`config.mk`:
```
export PLATFORM = sky130hd
export DESIGN_NAME = eeg_fram_rd_agu_flat
export DESIGN_NICKNAME = d
export VERILOG_FILES = /design/src/rtl/eeg_fram_rd_agu_if.sv /design/src/rtl/eeg_fram_rd_agu.sv /design/src/flat_wrapper.sv
export SDC_FILE = /design/constraint.sdc
export NUM_CORES = 1
export LEC_CHECK = 0
export CAP_MARGIN = 30
export CORE_MARGIN = 1
export CORE_UTILIZATION = 56
export CTS_CLUSTER_SIZE = 8
export DETAILED_ROUTE_END_ITERATION = 8
export HOLD_SLACK_MARGIN = 0.08
export PLACE_DENSITY = 0.82
export SYNTH_ARGS = -nofsm -noshare
export SYNTH_HDL_FRONTEND = slang
export SYNTH_SLANG_ARGS = --single-unit
```
`constraint.sdc`:
```
create_clock -name clk -period 4.2 [get_ports clk]
set_input_delay 0.84 -clock clk [delete_from_list [all_inputs] [get_ports clk]]
set_output_delay 0.84 -clock clk [all_outputs]
set_load 0.005 [all_outputs]
```
`src/rtl/eeg_fram_rd_agu_if.sv`:
```
// Bus bundle for eeg_fram_rd_agu: config command, FRAM address/data channels
// and packed output beats. The master modport is the read front-end itself.
interface eeg_fram_rd_agu_if #(
  parameter int NUM_DW   = 4,
  parameter int ADD_AW   = 12,
  parameter int DAT_DW   = 4,
  parameter int LEN_DW   = 12,
  parameter int PACK_NUM = 4
);
  logic                              cfg_info_vld;
  logic                              cfg_info_rdy;
  logic [NUM_DW*ADD_AW-1:0]          cfg_base_add;
  logic [ADD_AW-1:0]                 cfg_stride;
  logic [LEN_DW-1:0]                 cfg_len;

  logic [NUM_DW-1:0]                 etof_add_vld;
  logic [NUM_DW-1:0]                 etof_add_lst;
  logic [NUM_DW-1:0]                 etof_add_rdy;
  logic [NUM_DW*ADD_AW-1:0]          etof_add_add;

  logic [NUM_DW-1:0]                 ftoe_dat_vld;
  logic [NUM_DW-1:0]                 ftoe_dat_lst;
  logic [NUM_DW-1:0]                 ftoe_dat_rdy;
  logic [NUM_DW*DAT_DW-1:0]          ftoe_dat_dat;

  logic [NUM_DW-1:0]                 out_dat_vld;
  logic [NUM_DW-1:0]                 out_dat_lst;
  logic [NUM_DW-1:0]                 out_dat_rdy;
  logic [NUM_DW*PACK_NUM*DAT_DW-1:0] out_dat_dat;

  modport master (
    input  cfg_info_vld, cfg_base_add, cfg_stride, cfg_len,
    input  etof_add_rdy, ftoe_dat_vld, ftoe_dat_lst, ftoe_dat_dat, out_dat_rdy,
    output cfg_info_rdy, etof_add_vld, etof_add_lst, etof_add_add,
    output ftoe_dat_rdy, out_dat_vld, out_dat_lst, out_dat_dat
  );

  modport slave (
    output cfg_info_vld, cfg_base_add, cfg_stride, cfg_len,
    output etof_add_rdy, ftoe_dat_vld, ftoe_dat_lst, ftoe_dat_dat, out_dat_rdy,
    input  cfg_info_rdy, etof_add_vld, etof_add_lst, etof_add_add,
    input  ftoe_dat_rdy, out_dat_vld, out_dat_lst, out_dat_dat
  );
endinterface

```
`src/rtl/eeg_fram_rd_agu.sv`:
```
// FRAM read front-end: per-lane strided address generator plus word packer.
// Optional protocol checker on ERR_FLAG is built when EEG_FRAM_RD_CHK_EN is defined.
module eeg_fram_rd_agu #(
  parameter int NUM_DW   = 4,
  parameter int ADD_AW   = 12,
  parameter int DAT_DW   = 4,
  parameter int LEN_DW   = 12,
  parameter int PACK_NUM = 4,
  parameter int OST_MAX  = 4
) (
  input  logic              clk,
  input  logic              rst_n,
  eeg_fram_rd_agu_if.master if_agu,
  output logic              o_is_idle,
  output logic              o_err_flag
);
  localparam int OST_W  = $clog2(OST_MAX + 1);
  localparam int PC_W   = $clog2(PACK_NUM + 1);
  localparam int BEAT_W = PACK_NUM * DAT_DW;
  localparam logic [OST_W-1:0] OST_FULL  = OST_W'(OST_MAX);
  localparam logic [PC_W-1:0]  PACK_LAST = PC_W'(PACK_NUM - 1);

  typedef enum logic [1:0] {S_IDLE, S_RUN, S_DONE} state_t;

  state_t              r_state;
  logic [LEN_DW-1:0]   r_len;
  logic [ADD_AW-1:0]   r_stride;
  logic [ADD_AW-1:0]   r_add  [NUM_DW];
  logic [LEN_DW-1:0]   r_k    [NUM_DW];
  logic [LEN_DW-1:0]   r_wcnt [NUM_DW];
  logic [OST_W-1:0]    r_ost  [NUM_DW];
  logic [PC_W-1:0]     r_c    [NUM_DW];
  logic [BEAT_W-1:0]   r_hold [NUM_DW];
  logic [NUM_DW-1:0]   r_out_vld, r_out_lst, r_done;

  logic                      w_run, w_cfg_ena;
  logic [NUM_DW-1:0]         w_add_vld, w_add_lst, w_add_xfer;
  logic [NUM_DW-1:0]         w_dat_rdy, w_dat_xfer, w_wlast;
  logic [NUM_DW*ADD_AW-1:0]  w_add_bus;
  logic [NUM_DW*BEAT_W-1:0]  w_out_bus;

  assign w_run     = (r_state == S_RUN);
  assign w_cfg_ena = if_agu.cfg_info_vld && (r_state == S_IDLE);

  // NOTE: every signal written in always_comb is defaulted first, so no path can infer a latch.
  always_comb begin
    w_add_vld  = '0;
    w_add_lst  = '0;
    w_add_xfer = '0;
    w_dat_rdy  = '0;
    w_dat_xfer = '0;
    w_wlast    = '0;
    w_add_bus  = '0;
    w_out_bus  = '0;
    for (int i = 0; i < NUM_DW; i++) begin
      w_add_vld[i]  = w_run && (r_k[i] < r_len) && (r_ost[i] < OST_FULL);
      w_add_lst[i]  = w_add_vld[i] && (r_k[i] == r_len - LEN_DW'(1));
      w_add_xfer[i] = w_add_vld[i] && if_agu.etof_add_rdy[i];
      w_dat_rdy[i]  = w_run && !r_out_vld[i];
      w_dat_xfer[i] = w_dat_rdy[i] && if_agu.ftoe_dat_vld[i];
      w_wlast[i]    = (r_wcnt[i] == r_len - LEN_DW'(1));
      w_add_bus[i*ADD_AW +: ADD_AW] = r_add[i];
      w_out_bus[i*BEAT_W +: BEAT_W] = r_hold[i];
    end
  end

  // NOTE: sequential state uses non-blocking assignments only, so every flop samples pre-edge values.
  always_ff @(posedge clk) begin
    if (!rst_n) begin
      r_state   <= S_IDLE;
      r_len     <= '0;
      r_stride  <= '0;
      r_out_vld <= '0;
      r_out_lst <= '0;
      r_done    <= '0;
      // NOTE: the packing registers are plain flops that drive OUT_DAT_DAT, so they are reset too.
      for (int i = 0; i < NUM_DW; i++) begin
        r_add[i]  <= '0;
        r_k[i]    <= '0;
        r_wcnt[i] <= '0;
        r_ost[i]  <= '0;
        r_c[i]    <= '0;
        r_hold[i] <= '0;
      end
    end else begin
      case (r_state)
        S_IDLE:  if (w_cfg_ena) r_state <= S_RUN;
        S_RUN:   if (&r_done) r_state <= S_DONE;
        default: r_state <= S_IDLE;
      endcase

      if (w_cfg_ena) begin
        r_len    <= if_agu.cfg_len;
        r_stride <= if_agu.cfg_stride;
      end

      for (int i = 0; i < NUM_DW; i++) begin
        if (w_cfg_ena) begin
          r_add[i]     <= if_agu.cfg_base_add[i*ADD_AW +: ADD_AW];
          r_k[i]       <= '0;
          r_wcnt[i]    <= '0;
          r_ost[i]     <= '0;
          r_c[i]       <= '0;
          r_hold[i]    <= '0;
          r_out_vld[i] <= 1'b0;
          r_out_lst[i] <= 1'b0;
          r_done[i]    <= (if_agu.cfg_len == '0);
        end else begin
          if (w_add_xfer[i]) begin
            r_add[i] <= r_add[i] + r_stride;
            r_k[i]   <= r_k[i] + LEN_DW'(1);
          end

          // Saturate at zero so a stray data word cannot wrap the outstanding count.
          if (w_add_xfer[i] && !w_dat_xfer[i])
            r_ost[i] <= r_ost[i] + OST_W'(1);
          else if (!w_add_xfer[i] && w_dat_xfer[i] && (r_ost[i] != '0))
            r_ost[i] <= r_ost[i] - OST_W'(1);

          if (w_dat_xfer[i]) begin
            r_hold[i][32'(r_c[i])*DAT_DW +: DAT_DW] <= if_agu.ftoe_dat_dat[i*DAT_DW +: DAT_DW];
            r_c[i]    <= r_c[i] + PC_W'(1);
            r_wcnt[i] <= r_wcnt[i] + LEN_DW'(1);
            if ((r_c[i] == PACK_LAST) || w_wlast[i]) begin
              r_out_vld[i] <= 1'b1;
              r_out_lst[i] <= w_wlast[i];
            end
          end else if (r_out_vld[i] && if_agu.out_dat_rdy[i]) begin
            r_out_vld[i] <= 1'b0;
            r_out_lst[i] <= 1'b0;
            r_c[i]       <= '0;
            r_hold[i]    <= '0;
            if (r_out_lst[i]) r_done[i] <= 1'b1;
          end
        end
      end
    end
  end

  assign o_is_idle           = (r_state == S_IDLE);
  assign if_agu.cfg_info_rdy = (r_state == S_IDLE);
  assign if_agu.etof_add_vld = w_add_vld;
  assign if_agu.etof_add_lst = w_add_lst;
  assign if_agu.etof_add_add = w_add_bus;
  assign if_agu.ftoe_dat_rdy = w_dat_rdy;
  assign if_agu.out_dat_vld  = r_out_vld;
  assign if_agu.out_dat_lst  = r_out_lst;
  assign if_agu.out_dat_dat  = w_out_bus;

`ifdef EEG_FRAM_RD_CHK_EN
  logic              r_err;
  logic [NUM_DW-1:0] w_err;

  always_comb begin
    w_err = '0;
    for (int i = 0; i < NUM_DW; i++) begin
      w_err[i] = (w_dat_xfer[i] && ((r_ost[i] == '0) || (if_agu.ftoe_dat_lst[i] != w_wlast[i])))
              || (if_agu.ftoe_dat_vld[i] && !w_run);
    end
  end

  always_ff @(posedge clk) begin
    if (!rst_n)      r_err <= 1'b0;
    else if (|w_err) r_err <= 1'b1;
  end

  assign o_err_flag = r_err;
`else
  logic w_unused_lst;
  assign w_unused_lst = ^if_agu.ftoe_dat_lst;
  assign o_err_flag   = 1'b0;
`endif
endmodule
```
`src/flat_wrapper.sv`:
```
// flat-port wrapper written by rule: the top's interface ports become plain ports
module eeg_fram_rd_agu_flat 
#(
  parameter int NUM_DW   = 4,
  parameter int ADD_AW   = 12,
  parameter int DAT_DW   = 4,
  parameter int LEN_DW   = 12,
  parameter int PACK_NUM = 4,
  parameter int OST_MAX  = 4
)
  (clk, rst_n, o_is_idle, o_err_flag, if_agu_cfg_info_vld, if_agu_cfg_base_add, if_agu_cfg_stride, if_agu_cfg_len, if_agu_etof_add_rdy, if_agu_ftoe_dat_vld, if_agu_ftoe_dat_lst, if_agu_ftoe_dat_dat, if_agu_out_dat_rdy, if_agu_cfg_info_rdy, if_agu_etof_add_vld, if_agu_etof_add_lst, if_agu_etof_add_add, if_agu_ftoe_dat_rdy, if_agu_out_dat_vld, if_agu_out_dat_lst, if_agu_out_dat_dat);
  eeg_fram_rd_agu_if #(.NUM_DW(NUM_DW), .ADD_AW(ADD_AW), .DAT_DW(DAT_DW), .LEN_DW(LEN_DW), .PACK_NUM(PACK_NUM)) if_agu_i ();
  input  logic clk;
  input  logic rst_n;
  output logic o_is_idle;
  output logic o_err_flag;
  input wire logic [$bits(if_agu_i.cfg_info_vld)-1:0] if_agu_cfg_info_vld;
  input wire logic [$bits(if_agu_i.cfg_base_add)-1:0] if_agu_cfg_base_add;
  input wire logic [$bits(if_agu_i.cfg_stride)-1:0] if_agu_cfg_stride;
  input wire logic [$bits(if_agu_i.cfg_len)-1:0] if_agu_cfg_len;
  input wire logic [$bits(if_agu_i.etof_add_rdy)-1:0] if_agu_etof_add_rdy;
  input wire logic [$bits(if_agu_i.ftoe_dat_vld)-1:0] if_agu_ftoe_dat_vld;
  input wire logic [$bits(if_agu_i.ftoe_dat_lst)-1:0] if_agu_ftoe_dat_lst;
  input wire logic [$bits(if_agu_i.ftoe_dat_dat)-1:0] if_agu_ftoe_dat_dat;
  input wire logic [$bits(if_agu_i.out_dat_rdy)-1:0] if_agu_out_dat_rdy;
  output wire logic [$bits(if_agu_i.cfg_info_rdy)-1:0] if_agu_cfg_info_rdy;
  output wire logic [$bits(if_agu_i.etof_add_vld)-1:0] if_agu_etof_add_vld;
  output wire logic [$bits(if_agu_i.etof_add_lst)-1:0] if_agu_etof_add_lst;
  output wire logic [$bits(if_agu_i.etof_add_add)-1:0] if_agu_etof_add_add;
  output wire logic [$bits(if_agu_i.ftoe_dat_rdy)-1:0] if_agu_ftoe_dat_rdy;
  output wire logic [$bits(if_agu_i.out_dat_vld)-1:0] if_agu_out_dat_vld;
  output wire logic [$bits(if_agu_i.out_dat_lst)-1:0] if_agu_out_dat_lst;
  output wire logic [$bits(if_agu_i.out_dat_dat)-1:0] if_agu_out_dat_dat;
  assign if_agu_i.cfg_info_vld = if_agu_cfg_info_vld;
  assign if_agu_i.cfg_base_add = if_agu_cfg_base_add;
  assign if_agu_i.cfg_stride = if_agu_cfg_stride;
  assign if_agu_i.cfg_len = if_agu_cfg_len;
  assign if_agu_i.etof_add_rdy = if_agu_etof_add_rdy;
  assign if_agu_i.ftoe_dat_vld = if_agu_ftoe_dat_vld;
  assign if_agu_i.ftoe_dat_lst = if_agu_ftoe_dat_lst;
  assign if_agu_i.ftoe_dat_dat = if_agu_ftoe_dat_dat;
  assign if_agu_i.out_dat_rdy = if_agu_out_dat_rdy;
  assign if_agu_cfg_info_rdy = if_agu_i.cfg_info_rdy;
  assign if_agu_etof_add_vld = if_agu_i.etof_add_vld;
  assign if_agu_etof_add_lst = if_agu_i.etof_add_lst;
  assign if_agu_etof_add_add = if_agu_i.etof_add_add;
  assign if_agu_ftoe_dat_rdy = if_agu_i.ftoe_dat_rdy;
  assign if_agu_out_dat_vld = if_agu_i.out_dat_vld;
  assign if_agu_out_dat_lst = if_agu_i.out_dat_lst;
  assign if_agu_out_dat_dat = if_agu_i.out_dat_dat;
  eeg_fram_rd_agu #(.NUM_DW(NUM_DW), .ADD_AW(ADD_AW), .DAT_DW(DAT_DW), .LEN_DW(LEN_DW), .PACK_NUM(PACK_NUM), .OST_MAX(OST_MAX)) u_core (.clk(clk), .rst_n(rst_n), .if_agu(if_agu_i), .o_is_idle(o_is_idle), .o_err_flag(o_err_flag));
endmodule
```
=== Word level (Yosys, flattened, before mapping) ===
Memories as Yosys holds them, arrays and structs flattened.
Index checks and enable logic that the tools add are counted.

* Add/subtract/negate cells: 29
* Magnitude comparators: 8
* Eq/ne operators: 23
* Shift-type cells: 8
* Mux-type cells: 315
* Bitwise logic cells: 181
* Reductions and logical operators: 86

{| class="wikitable"
|+ Operator list
! cell !! number
|-
| $mux 12 || 24
|-
| $mux 1 || 256
|-
| $or 1x1->1 || 180
|-
| $neg 5->34 || 4
|-
| $shift 4x34->16 const A || 4
|-
| $shiftx 4x34->16 || 4
|-
| $mux 16 || 8
|-
| $add 12x1->12 const B || 8
|-
| $eq 12x12->1 || 8
|-
| $mux 3 || 24
|-
| $add 12x12->12 || 4
|-
| $lt 12x12->1 || 4
|-
| $logic_and 1x1->1 || 41
|-
| $add 3x1->3 const B || 8
|-
| $reduce_bool 2->1 || 12
|-
| $eq 3x2->1 const B || 4
|-
| $logic_not 1->1 || 12
|-
| $logic_not 12->1 || 1
|-
| $lt 3x3->1 const B || 4
|-
| $reduce_and 3->1 || 4
|-
| $reduce_bool 3->1 || 4
|-
| $sub 12x1->12 const B || 1
|-
| $sub 3x1->3 const B || 4
|-
| $ne 2x1->1 const B || 5
|-
| other kinds (10) || 22
|}

* Register bits after elaboration: 38
* Bits in writable memories: 232
* Memories kept: 6

{| class="wikitable"
|+ Memory list
! memory !! depth !! width !! read ports !! clocked after Yosys merged registers in !! wr ports !! RTL line !! source
|-
| u_core.r_hold || 4 || 16 || 4 || 0 || 4 || eeg_fram_rd_agu.sv:33 || <nowiki>logic [BEAT_W-1:0] r_hold [NUM_DW];</nowiki>
|-
| u_core.r_add || 4 || 12 || 4 || 0 || 4 || eeg_fram_rd_agu.sv:28 || <nowiki>logic [ADD_AW-1:0] r_add [NUM_DW];</nowiki>
|-
| u_core.r_k || 4 || 12 || 4 || 0 || 4 || eeg_fram_rd_agu.sv:29 || <nowiki>logic [LEN_DW-1:0] r_k [NUM_DW];</nowiki>
|-
| u_core.r_wcnt || 4 || 12 || 4 || 0 || 4 || eeg_fram_rd_agu.sv:30 || <nowiki>logic [LEN_DW-1:0] r_wcnt [NUM_DW];</nowiki>
|-
| u_core.r_c || 4 || 3 || 4 || 0 || 4 || eeg_fram_rd_agu.sv:32 || <nowiki>logic [PC_W-1:0] r_c [NUM_DW];</nowiki>
|-
| u_core.r_ost || 4 || 3 || 4 || 0 || 4 || eeg_fram_rd_agu.sv:31 || <nowiki>logic [OST_W-1:0] r_ost [NUM_DW];</nowiki>
|}

=== Longest topological paths before layout ===
Gate-level depths: netlist (run 1).
An unclocked memory read counts as a cell.

* Depth after elaboration: 14
* Mapped depth: 12
* Mapped depth without buffers: 10

=== Least setup slack after synthesis (run 1) ===
Ideal clock, no wire load.

* Path kind: register -> output
* From: register u_core.r_len[0]
* To: output port if_agu_etof_add_lst[1]
* Data arrival time: 2711 ps
* Path slack: 649 ps
* Stages on the path, launching flop included: 12
* Buffers on the path: 2
* Cells stage by stage: dfxtp_1 > buf_4 > inv_1 > ha_1 > or3b_2 > buf_2 > nor2_1 > xnor2_1 > xnor2_1 > nor4_1 > nand4_1 > nor4b_1

* Longest elaborated chain between the ends: 4
* Elaborated cells between the ends (all ways): 6
* Classes of those cells: add/sub (1); order compare (1); eq/ne (1); reduce/logical (3)

{| class="wikitable"
|+ Ends and longest elaborated chain
! what !! RTL line !! source
|-
| start, declared || eeg_fram_rd_agu.sv:26 || <nowiki>logic [LEN_DW-1:0] r_len;</nowiki>
|-
| start signal, assigned || eeg_fram_rd_agu.sv:93 || <nowiki>r_len <= if_agu.cfg_len;</nowiki>
|-
| parallel branches: the longest is 3 deep, another holds $sub 12x1->12 || - ||
|-
| $logic_and 1x1->1 * || eeg_fram_rd_agu.sv:57 || <nowiki>w_add_lst[i] = w_add_vld[i] && (r_k[i] == r_len - LEN_DW'(1));</nowiki>
|-
| end, declared || flat_wrapper.sv:28 || <nowiki>output wire logic [$bits(if_agu_i.etof_add_lst)-1:0] if_agu_etof_add_lst;</nowiki>
|}

Every way passes the cells marked *.

=== Worst setup path in the final report (run 1) ===
* From: register u_core.r_len[7]
* To: output port if_agu_etof_add_vld[1]

* Longest elaborated chain between the ends: 3

{| class="wikitable"
|+ Ends and longest elaborated chain
! what !! RTL line !! source
|-
| $lt 12x12->1 || eeg_fram_rd_agu.sv:56 || <nowiki>w_add_vld[i] = w_run && (r_k[i] < r_len) && (r_ost[i] < OST_FULL);</nowiki>
|-
| $logic_and 1x1->1 (2 in a row) || eeg_fram_rd_agu.sv:56 ||
|-
| end, declared || flat_wrapper.sv:27 || <nowiki>output wire logic [$bits(if_agu_i.etof_add_vld)-1:0] if_agu_etof_add_vld;</nowiki>
|}

No other way between the ends.

==> flow_summary.yaml, run 1 <==
run_status:
  outcome: "complete, no violations"
layout:
  fillCellCount: 2160
  final_nets: 2211
  drive_gt1_share_pct: 7.33
  regArea_um2: 7730
  multi_input_area_um2: 8960
  syn2layout_area_growth_pct: 25.5
synthesis:
  postSynthAreaPerCell_um2: 10.1
  synthFlopType: "edfxtp_1"
  synth_area_um2: 17100
  synth_edf_count: 232
  yosysTopAreaCell: "edfxtp_1"
  syn_nets: 1931
  ys_ff_latch: 270
  ys_warn_count: 0
  syn_inst: 1688
  synthTopCellsByArea: "edfxtp_1 (41%), ha_1 (9.7%), xor2_1 (5.3%), xnor2_1 (5.2%), dfxtp_1 (4.5%)"
  async_reset_ff_share_pct: 0
  ys_types: 72
  ys_seq_area_share_pct: 45.2
  netlist.area_leader.share_pct: 40.8
timing:
  finalClockSkew_ps: 18.3
  fin_crit_ps: 4150
  fin_ws_ps: 49.0
  slew_violations: 0
  hold_viol: 0
  fin_crit_sh_pct: 98.8
  setup_viol: 0
  worst_pin_slew_ps: 1030
  slew-limit-headroom_pct: 30.3
  max_freq_mhz: 241
  finalSetupTns_ps: 0
critical_path:
  crit_type: "reg2out"
  cp.required_ps: 3360
  cp.arrival_ps: 3310
  end_kind: "output pin"
  cp_max_fo: 6
  start_kind: "flop"
cts:
  cts_tree: "yes"
  clk_latency_ps: 530
  numCtsBuffers: 39
  clk_pin_slew_ps: 50
  cts_root_buf: "clkbuf_16"
  htreeDepth: 2
  clock_path_buffers: 3
  clock-sinks: 270
  post_cts_hold_buffer_count: 0
power:
  power.density_nw_per_um2: 372
  vdd_drop_max_mv: 0.300
  p_leak_uw: 0.00839
floorplan:
  start_util_pct: 57.3
  coreArea_um2: 29800
  dieArea_um2: 31200
  io_pins: 242
  die_x_um: 177
  fp-row-count: 63
  dieHeight_um: 177
placed_design:
  dpl.hpwl_mm: 34.3
  port_buffers: 236
  place_ws_ps: 14.1
  gp_congestion: 0.932
routing:
  routed-via-count: 14000
  vias_per_cell: 5.86
  wl_per_cell_um: 19.5
  postRouteAntennaNets: 0
  drt_iter0_drc: 1023
  dr.pass1.iters: 6
  drt-total-wl_mm: 46.5
  drcViolationCount: 0
global_routing:
  grt.overflow.total: 0
  grt_first_pass_wirelength_mm: 73.1
  grt_util_all_layers_pct: 30.1
  grt_max_degree: 49
  antenna_found_initial: 4
  grt_pass1_vias: 14200
worst_hold_path:
  min_path_type: "reg2reg"
job:
  max_cap_violations: 0
==> layout make-up <==
cell class / count / share of cell area, %
repair buffers: 301 / 13.4
multi-input cells: 1288 / 41.8
clock buffers: 62 / 5.06
well taps: 390 / 2.28
clock inverters: 2 / 0.117
inverters: 68 / 1.21
diodes: 4 / 0.0467
flip-flops and latches: 270 / 36.1
==> kinds of logic (layout without fill, tap and decap cells) <==
kind of cell | Yosys count | count (layout) | synth area share (%)
xor gates and xnor gates | 217 | 217 | 12.1
adders and majority gates | 136 | 136 | 10.1
and+or+nand+nor | 663 | 663 | 19.1
other | 1 | 5 | 0.0220
muxes | 5 | 5 | 0.308
AOI/OAI and AO/OA | 266 | 266 | 9.93
buffers and inverters | 130 | 433 | 3.09
DFF | 270 | 270 | 45.2
==> through the flow <==
step	area (um^2)	util, %	total power [uW]	std cells	hold WS, ps
floorplan	17100	-	4310	1688	448
global placement	20000	67.2	4920	2300	465
detailed placement	20000	67.2	4990	2300	474
CTS	21300	71.5	7940	2371	480
global route	21400	71.9	8270	2385	510
finish	21400	71.9	7970	2385	479
==> power by group <==
part           switching [uW]  internal (uW)  total, uW
combinational             866            854       1720
sequential                221           3140       3360
clock                    1140           1750       2890
total                    2230           5740       7970
==> synthesized netlist by cell type (6+ instances only) <==
library cell,n
xnor2_1,101
o211ai_1,6
clkbuf_1,50
or3_1,6
and2_1,74
o21a_1,12
and3_1,31
nor3_1,29
or2_2,12
nand2_1,168
nor2_1,165
a21boi_0,26
buf_4,6
o21ai_0,79
a211oi_1,10
nand3_1,82
a31oi_1,12
xnor3_1,12
edfxtp_1,232
a21oi_1,52
nand2b_1,27
inv_1,68
xor2_1,103
dfxtp_1,38
a21o_1,18
nand4_1,15
nor4_1,20
ha_1,132
o31ai_1,6
nor2b_1,10
==> registers in the layout (all words and copies together), names as in the netlist, 12 cells and up <==
signal	cells
u_core.r_add	48
u_core.r_c	12
u_core.r_hold	64
u_core.r_k	48
u_core.r_len	12
u_core.r_ost	12
u_core.r_stride	12
u_core.r_wcnt	48
==> path summary, 6_finish.rpt <==
kind	from	to	slack [ps]	depth (start not counted)
worst max-delay path	u_core.r_len[7]$_SDFFE_PN0P_	if_agu_etof_add_vld[1]	50	7
worst min-delay path	u_core.if_agu.out_dat_lst[1]$_SDFFE_PP0P_	u_core.if_agu.out_dat_lst[1]$_SDFFE_PP0P_	480	2
worst max register to register	u_core.r_len[7]$_SDFFE_PN0P_	u_core.r_k[0][20]$_SDFFCE_PN0P_	970	7
worst min register to register	u_core.if_agu.out_dat_lst[1]$_SDFFE_PP0P_	u_core.if_agu.out_dat_lst[1]$_SDFFE_PP0P_	480	2
==> routing by layer <==
| metal | wire length (um) | vias up | global-route usage, % | share of wire [%] |
|---|---|---|---|---|
| met5 | 0 | - | 0 | 0 |
| met4 | 2250 | 0 | 15.0 | 4.8 |
| met3 | 3690 | 156 | 4.38 | 7.9 |
| met2 | 22200 | 628 | 50.2 | 48 |
| met1 | 18400 | 6635 | 38.2 | 39 |
| li1 | - | 6569 | - | - |
==> critical path: stages, from the launching register on <==
cell and delay [ps]:
dfxtp_1 580, inv_1 240, ha_1 250, a2111oi_0 720, nand2_1 150, a21boi_2 230, buf_4 140, clkdlybuf4s50_1 490
==> repair_timing <==
action	CTS	global route
setup endpoints to repair	4	5
pin swaps	9	9
gates resized for setup	25	7
hold endpoints to repair	0	0
setup buffers	8	10
==> cells in the final DEF, fill, tap and decap left out, types with 27 or more instances in the layout <==
cell type / count
xnor2_1: 97
o21ai_0: 78
nand2_1: 168
nand3_1: 82
clkdlybuf4s50_1: 232
nand2b_1: 27
and2_1: 74
nor2_1: 163
a21oi_1: 52
clkbuf_16: 40
edfxtp_1: 232
and3_1: 31
xor2_1: 103
inv_1: 67
dfxtp_1: 38
buf_4: 62
ha_1: 132
(Power assumes the default switching activity.)
==> inputs of run 2 (changes only) <==
Settings changed: RECOVER_POWER set to 100.
==> run 2 against run 1 <==
Critical path depth is 2 higher; wire length rose by 0.20%; combinational power barely moved; sequential share of layout area barely moved; maximum frequency up 0.34%; setup slack better by 14 ps; design area shrank 0.13%; critical path type unchanged; largest cell class unchanged.
==> flow_summary.yaml, run 2 (synthesized netlist as in run 1, its figures left out) <==
timing:
  slew-limit-headroom_pct: 21.1
  whs_ps: 475
  slew_violations: 0
  finalSetupTns_ps: 0
  setup_viol: 0
  max_freq_mhz: 242
  fin_crit_ps: 4140
  hold_viol: 0
  fin_crit_sh_pct: 98.5
  worst_pin_slew_ps: 1180
  finalClockSkew_ps: 20.2
routing:
  dr.pass1.iters: 6
  postRouteAntennaNets: 0
  drcViolationCount: 0
  highest_layer: "met4"
  wl_met3_mm: 3.27
  vias_per_cell: 5.86
  drt-met1-wl_mm: 18.7
  drt_iter0_drc: 1048
  route.met2.wl_mm: 22.2
  routed-via-count: 14000
  drt-total-wl_mm: 46.6
  wl_per_cell_um: 19.5
worst_hold_path:
  min_path_type: "reg2reg"
global_routing:
  grt.overflow.total: 0
  grt_util_all_layers_pct: 30.1
  grt_first_pass_wirelength_mm: 73.1
  grt_max_degree: 49
  grt_pass1_vias: 14200
  antenna_found_initial: 4
layout:
  finish.utilization_pct: 71.8
  syn2layout_area_growth_pct: 25.3
  fin_cells: 2385
  largest_register_ff_count: 64
  drive_gt1_share_pct: 6.93
  mostFrequentLayoutCells: "edfxtp_1 (232), nand2_1 (168), nor2_1 (163)"
  mostFrequentLayoutCell: "edfxtp_1"
  final_nets: 2211
  top_register: "u_core.r_hold"
cts:
  cts_root_buf: "clkbuf_16"
  post_cts_hold_buffer_count: 0
  clk_pin_slew_ps: 50
  htreeDepth: 2
  clk_latency_ps: 530
  cts_tree: "yes"
  numCtsBuffers: 39
  clock-sinks: 270
  clock_path_buffers: 3
critical_path:
  crit_type: "reg2out"
  timing.rr.start: "u_core.r_len[7]$_SDFFE_PN0P_"
  r2r_end: "u_core.r_k[0][20]$_SDFFCE_PN0P_"
  cp_top_family: "simple AND/OR/NAND/NOR gates"
  cp.required_ps: 3360
  cp.arrival_ps: 3300
  r2r_slack_ps: 990
  cp_num_cells: 9
  max_stage_delay_ps: 600
  slowest_stage: "or4_4"
  cp_max_fo: 7
  path_buf_inv: 2
  endpoint: "if_agu_etof_add_lst[1]"
  worstPathCellList: "or4_4 > nor4_4 > xnor2_2 > buf_4 > xnor2_1 > nor4_2 > nand4_1 > nor4b_2 > dlygate4sd2_1"
  ff2ff_path_depth: 7
  start_kind: "flop"
  end_kind: "output pin"
  critPathLaunch: "u_core.r_len[1]$_SDFFE_PN0P_"
floorplan:
  io_pins: 242
  start_util_pct: 57.3
  dieArea_um2: 31200
  dieHeight_um: 177
  die_x_um: 177
  fp-row-count: 63
  coreArea_um2: 29800
job:
  max_cap_violations: 0
placed_design:
  port_buffers: 236
  placed_cells: 2300
  dpl.hpwl_mm: 34.3
  gp_congestion: 0.932
power:
  p_leak_uw: 0.00860
  vdd_drop_max_mv: 0.298
  power.density_nw_per_um2: 371
run_status:
  outcome: "complete, no violations"
[run 2: final cells by class]
cell class / count / area (um^2)
antenna: 4 / 10.0
tap: 390 / 488
clock inverter: 2 / 25.0
timing repair buffer: 301 / 2860
fill: 2167 / 8390
inverter: 68 / 259
multi-input combinational: 1288 / 8950
sequential: 270 / 7730
clock buffer: 62 / 1080
[run 2: worst min-delay path, stage by stage (launching register included)]
cell and delay (ps):
dfxtp_1 320, nand3_1 70, nand2_1 50
[run 2: worst min-delay path by stage]
| stage | startpoint | end | slack, ps | cells past startpoint |
|---|---|---|---|---|
| after floorplan | u_core.r_done[3]$_SDFFE_PN0P_ | u_core.r_state[1]$_SDFFE_PN0P_ | 450 | 2 |
| after global placement | u_core.if_agu.out_dat_lst[1]$_SDFFE_PP0P_ | u_core.if_agu.out_dat_lst[1]$_SDFFE_PP0P_ | 460 | 2 |
| after detailed placement | u_core.if_agu.out_dat_lst[1]$_SDFFE_PP0P_ | u_core.if_agu.out_dat_lst[1]$_SDFFE_PP0P_ | 470 | 2 |
| after CTS | u_core.if_agu.out_dat_lst[1]$_SDFFE_PP0P_ | u_core.if_agu.out_dat_lst[1]$_SDFFE_PP0P_ | 480 | 2 |
| after global routing | u_core.if_agu.out_dat_lst[1]$_SDFFE_PP0P_ | u_core.if_agu.out_dat_lst[1]$_SDFFE_PP0P_ | 510 | 2 |
| final | u_core.if_agu.out_dat_lst[1]$_SDFFE_PP0P_ | u_core.if_agu.out_dat_lst[1]$_SDFFE_PP0P_ | 480 | 2 |
[run 2: report_power, final]
part / switching [uW] / internal [uW] / leakage [uW] / total [uW]
Combinational: 866 / 821 / 0.00522 / 1690
Clock: 1140 / 1750 / 0.000530 / 2890
Sequential: 218 / 3140 / 0.00285 / 3360
Total: 2230 / 5710 / 0.00860 / 7940
[run 2: through the flow]
step           setup WS (ps)  cell area [um^2]  total power [uW]
6_report                62.9             21400              7940
4_1_cts                 3.60             21300              7940
2_1_floorplan            649             17100              4310
5_1_grt                -26.6             21400              8230
3_3_place_gp            7.50             20000              4920
3_5_place_dp            14.1             20000              4990
[run 2: per-layer routing]
metal	global-route usage, %	up-vias
met5	0	-
met4	15.0	0
met3	4.38	157
met2	50.2	606
met1	38.2	6659
li1	-	6564
[run 2: what timing repair did]
item	in CTS	in global routing
pin swaps	9	9
setup endpoints to repair	4	5
buffers inserted	8	10
resized for setup	25	7
